File: config.mk
export PLATFORM = sky130hd
export DESIGN_NAME = ne_window_accum
export DESIGN_NICKNAME = d
export VERILOG_FILES = /design/src/rtl/ne_pkg.sv /design/src/rtl/ne_window_accum.sv
export SDC_FILE = /design/constraint.sdc
export NUM_CORES = 1
export LEC_CHECK = 0
export ABC_AREA = 1
export BUFFER_PORTS_ARGS = -buffer_cell sky130_fd_sc_hd__buf_2
export CELL_PAD_IN_SITES_DETAIL_PLACEMENT = 1
export CELL_PAD_IN_SITES_GLOBAL_PLACEMENT = 1
export CORE_ASPECT_RATIO = 1.75
export CORE_UTILIZATION = 37
export DETAILED_ROUTE_END_ITERATION = 7
export PLACE_DENSITY_LB_ADDON = 0.1
export SYNTH_ARGS = -nofsm -noshare
export SYNTH_HDL_FRONTEND = slang
export SYNTH_SLANG_ARGS = --single-unit
File: constraint.sdc
create_clock -name clk -period 3.1 [get_ports clk]
set_input_delay 0.31 -clock clk [delete_from_list [all_inputs] [get_ports clk]]
set_output_delay 0.31 -clock clk [all_outputs]
set_load 0.02 [all_outputs]
File: src/rtl/ne_pkg.sv
// Shared types and default widths for the nonlinear-energy chain.
// Used by ne_comp_unit, ne_window_accum and the detector stage.
package ne_pkg;

    typedef enum logic {
        ST_WARMUP = 1'b0,
        ST_ACCUM  = 1'b1
    } ne_state_e;

    localparam int NE_IN_W  = 32;
    localparam int NE_ACC_W = 48;

endpackage

File: src/rtl/ne_window_accum.sv
// Sums the NE sample stream over non-overlapping windows of WIN_LEN valid
// samples after a SKIP-sample warm-up, and flags window sums above thresh.
// Ports:
//   clk, rst_n         : clock, synchronous active-low reset
//   din, din_valid     : signed NE sample and its qualifier
//   clear              : restart (drops partial window, re-enters warm-up)
//   thresh             : signed threshold, sampled at window completion
//   dout, dout_valid   : signed window sum and its one-cycle pulse
//   above_thresh       : registered dout > thresh (signed)
module ne_window_accum
    import ne_pkg::*;
#(
    parameter int IN_W    = NE_IN_W,
    parameter int WIN_LEN = 256,
    parameter int SKIP    = 2,
    parameter int ACC_W   = NE_ACC_W
) (
    input  logic             clk,
    input  logic             rst_n,
    input  logic [IN_W-1:0]  din,
    input  logic             din_valid,
    input  logic             clear,
    input  logic [ACC_W-1:0] thresh,
    output logic [ACC_W-1:0] dout,
    output logic             dout_valid,
    output logic             above_thresh
);

    localparam int CNT_W  = $clog2(WIN_LEN);
    localparam int SKIP_W = (SKIP < 2) ? 1 : $clog2(SKIP);

    // With no warm-up, reset and clear land directly in ACCUM.
    localparam ne_state_e INIT_ST = (SKIP == 0) ? ST_ACCUM : ST_WARMUP;

    if ((ACC_W < IN_W + $clog2(WIN_LEN)) || (WIN_LEN < 2)) begin : g_bad_cfg
        $error("ne_window_accum: need WIN_LEN >= 2 and ACC_W >= IN_W + clog2(WIN_LEN)");
    end

    ne_state_e          state_q, state_d;
    logic [SKIP_W-1:0]  skip_q, skip_d;
    logic [CNT_W-1:0]   cnt_q, cnt_d;
    logic [ACC_W-1:0]   acc_q, acc_d;
    logic [ACC_W-1:0]   dout_q, dout_d;
    logic               valid_q, valid_d;
    logic               above_q, above_d;

    logic [ACC_W-1:0]   din_ext;
    logic [ACC_W-1:0]   sum;
    logic               skip_last;
    logic               cnt_last;

    assign din_ext   = {{(ACC_W-IN_W){din[IN_W-1]}}, din};
    assign sum       = acc_q + din_ext;
    assign skip_last = (int'(skip_q) == SKIP - 1);
    assign cnt_last  = (cnt_q == CNT_W'(WIN_LEN - 1));

    always_comb begin
        state_d = state_q;
        skip_d  = skip_q;
        cnt_d   = cnt_q;
        acc_d   = acc_q;
        dout_d  = dout_q;
        above_d = above_q;
        valid_d = 1'b0;

        if (clear) begin
            state_d = INIT_ST;
            skip_d  = '0;
            cnt_d   = '0;
            acc_d   = '0;
        end else if (din_valid) begin
            unique case (state_q)
                ST_WARMUP: begin
                    if (skip_last) begin
                        state_d = ST_ACCUM;
                        skip_d  = '0;
                        cnt_d   = '0;
                        acc_d   = '0;
                    end else begin
                        skip_d = skip_q + 1'b1;
                    end
                end
                ST_ACCUM: begin
                    if (cnt_last) begin
                        dout_d  = sum;
                        above_d = $signed(sum) > $signed(thresh);
                        valid_d = 1'b1;
                        acc_d   = '0;
                        cnt_d   = '0;
                    end else begin
                        acc_d = sum;
                        cnt_d = cnt_q + 1'b1;
                    end
                end
                default: state_d = INIT_ST;
            endcase
        end
    end

    always_ff @(posedge clk) begin
        if (!rst_n) begin
            state_q <= INIT_ST;
            skip_q  <= '0;
            cnt_q   <= '0;
            acc_q   <= '0;
            dout_q  <= '0;
            valid_q <= 1'b0;
            above_q <= 1'b0;
        end else begin
            state_q <= state_d;
            skip_q  <= skip_d;
            cnt_q   <= cnt_d;
            acc_q   <= acc_d;
            dout_q  <= dout_d;
            valid_q <= valid_d;
            above_q <= above_d;
        end
    end

    assign dout         = dout_q;
    assign dout_valid   = valid_q;
    assign above_thresh = above_q;

endmodule

==> run_results.csv <==
group,metric,value,unit
route,dr.pass1.iters,4,
timing,hold_viol_final,0,
critical_path,reg2reg_depth,26,
route,drc_errors,0,
critical_path,reg2reg_to,"above_thresh",
die,die_h,213,microns
route,ant_nets,0,
logic_synthesis,synth-edff-count,0,
grt,grt_use_total,0.304,
final_layout,multi_input_comb_area,6880,sq um
timing,setup_viol,1,
die,die_w,123,microns
logic_synthesis,yosys_most_used_dff,"dfxtp_1",
final_layout,fill_cells,3386,
cts,cts_sinks,108,
critical_path,r2r_slack,-220,ps
grt,grt_max_degree,48,
hold_path,holdPathStages,3,
power_and_ir_drop,peakVddDrop,0.000248,V
logic_synthesis,synth.distinct_cells,43,
final_layout,nets,2060,
logic_synthesis,yosysSeqAreaShare,0.230,
route,drt-initial-drc-count,320,
critical_path,critPathKind,"reg -> reg",
die,start_util,0.380,
cts,cts.htree.levels,3,
logic_synthesis,synth_top_cell_by_area,"dfxtp_1",
timing,max_slew.worst_pin.slew,628,ps
timing,clock.fmax,301,MHz
die,rows,76,
logic_synthesis,synth.avg_cell_area,6.09,sq um
placement,portBuffers,133,
placement,gp_congestion,0.955,
critical_path,worstSetupStartpointType,"register",
cts,insertion_delay,390,ps
power_and_ir_drop,p_leak,7.24,nW
die,core,24800,sq um
timing,slew_violations,0,
cts,root_buffer,"clkbuf_16",
route,via_per_inst,5.10,
timing,final.min_clock_period,3320,ps
critical_path,r2r-start,"acc_q[23]",
final_layout,insertedDiodeCount,0,
logic_synthesis,syn-num-nets,1727,
timing,max_slew_margin,0.581,
power_and_ir_drop,p_per_area,254,nW/um^2
route,post_drt_wl_per_cell,17.8,microns
grt,grt_first_pass_wirelength,59.7,mm
hold_path,holdCritStartpoint,"din_valid",
grt,antenna_found_initial,0,
logic_synthesis,ys_seq_elements,108,
timing,whs,233,ps
cts,clock_path_buffers,2,
power_and_ir_drop,p_total,3.35,mW
logic_synthesis,async_flop_share,0,
flow_run,timing.max_cap.violations,0,
critical_path,crit_required,3440,ps
die,ios,134,
placement,place_hpwl,31.1,mm
critical_path,cp-startpoint,"acc_q[23]",
cts,path_clk_slew,80,ps
placement,pre_cts_ws,-805,ps
timing,fin_crit_sh,1.07,
grt,grt_pass1_vias,11900,
cts,cts_buffers,9,
logic_synthesis,synthTopCellsByArea,"dfxtp_1 (23%), nand2_1 (20%), ha_1 (13%)",
status,outcome,"finished, violations left",
timing,fin_skew,8.65,ps
final_layout,drive_above_1_share,0.310,
timing,rsz0062_at_grt,"true",
die,die-area,26100,sq um
cts,tritoncts,"yes",
route,postRouteWirelength,39.1,mm
final_layout,syn_to_final_growth,40.0,%
hold_path,hold_path_end,"state_q",
hold_path,holdCritPathClass,"in -> reg",
cts,cts_hold_buf,0,
critical_path,arrival,3650,ps
logic_synthesis,yosysWarnings,0,
grt,grt.overflow.total,0,
critical_path,crit_fanout,4,
logic_synthesis,synth.top_cell.area_share,0.230,
status,violations,"setup timing",
timing,worst_slack,-218,ps
final_layout,regArea,2170,sq um
logic_synthesis,synth.cell_area,9420,sq um
logic_synthesis,syn_inst,1546,
critical_path,end_kind,"register",
route,vias,11200,
## synthesized netlist by cell type, types with 21 or more instances
master and n:
a21oi_1 119, dfxtp_1 108, ha_1 96, inv_1 277, nand2_1 492, nand2_2 22
nand3_1 73, nand4_1 22, nor2_1 108, o21ai_0 56, o21bai_1 36, xor2_1 21
## cells in the final DEF (no fill, tap or decap), drive strengths merged
cell type | Yosys | layout
nor4 | 2 | 2
nor3 | 12 | 12
o211ai | 6 | 6
xnor2 | 3 | 3
clkinvlp | 0 | 2
a21boi | 1 | 1
nand4 | 22 | 22
nand2 | 514 | 514
ha | 96 | 96
or2 | 5 | 5
and3 | 1 | 1
a211oi | 1 | 1
fa | 1 | 1
o21ai | 58 | 58
clkinv | 0 | 2
nand3 | 75 | 75
o21bai | 36 | 36
xor2 | 24 | 24
o21a | 14 | 14
buf | 14 | 355
clkbuf | 20 | 11
dfxtp | 108 | 108
a21o | 4 | 4
nand3b | 3 | 3
a32oi | 1 | 1
and2 | 2 | 2
nor2 | 118 | 118
inv | 284 | 286
a221oi | 1 | 1
a21oi | 120 | 120
## power by group
group / leakage (nW) / internal, mW / switching (mW)
clock network: 0.135 / 0.575 / 0.640
logic: 6.24 / 0.325 / 0.421
registers: 0.871 / 1.39 / 0.00180
## metrics by stage
| step | setup TNS [ps] | std cells | cell area (sq um) | util |
|---|---|---|---|---|
| 4_1_cts | -275 | 2189 | 12700 | 0.510 |
| 6_report | -218 | 2196 | 13200 | 0.531 |
| 5_1_grt | -425 | 2196 | 13200 | 0.531 |
| 2_1_floorplan | 0 | 1546 | 9420 | - |
| 3_3_place_gp | -664 | 2160 | 11900 | 0.479 |
| 3_5_place_dp | -805 | 2160 | 11900 | 0.479 |
## cell families (layout without fill, tap and decap cells)
family / Yosys count / count (layout) / synth area share
adders and majority gates: 97 / 97 / 0.130
DFF: 108 / 108 / 0.230
and+or+nand+nor: 754 / 754 / 0.336
xor gates and xnor gates: 27 / 27 / 0.0275
AOI/OAI and AO/OA: 242 / 242 / 0.146
buffers and inverters: 318 / 656 / 0.131
## worst max-delay path by stage
stage	endpoint	cells past startpoint	slack [ps]
after floorplan	above_thresh	28	160
after global placement	above_thresh	22	-660
after detailed placement	above_thresh	22	-800
after CTS	above_thresh	28	-270
after global routing	above_thresh	23	-420
final	above_thresh	26	-220
## worst max-delay path: stages (launching register included)
cell     delay (ps)
dfxtp_2         340
ha_4            290
nand2_2          80
nor2_4          130
inv_1            80
buf_4           150
nor3_4          250
nand2_1          90
nand2_1         110
inv_1            70
nand2_1          60
nand2_1          60
nand2_2         130
inv_2            60
ha_1            300
nand2_1          60
inv_1            60
nand3_1          80
nor2_2          150
nand3_4         140
nor2_4          150
nand2_2          80
nand3_2          70
nand2_1          50
nand2_1          70
nand2_2          50
a21oi_2         100
## layout make-up
class,count,share of cell area
multi-input cells,1120,0.522
inverters,284,0.0810
clock buffers,10,0.0181
flip-flops and latches,108,0.164
clock inverters,6,0.00351
well taps,312,0.0296
repair buffers,356,0.181
## timing repair
action | in CTS | in global routing
resized for setup | 99 | 88
buffers inserted | 13 | 7
setup endpoints to repair | 1 | 1
pin swaps | 32 | 35
## state kept, by name, summed over array words and instances, names as in the netlist
| signal | flops |
|---|---|
| acc_q | 48 |
| dout | 48 |
| cnt_q | 8 |
| above_thresh | 1 |
| dout_valid | 1 |
| skip_last | 1 |
| state_q | 1 |
## layer usage
metal	track usage	share of wire	vias up
li1	-	-	5492
met1	0.277	0.35	5450
met2	0.633	0.58	175
met3	0.0291	0.020	92
met4	0.156	0.051	0
met5	0	0	-
(Power assumes the default switching activity.)
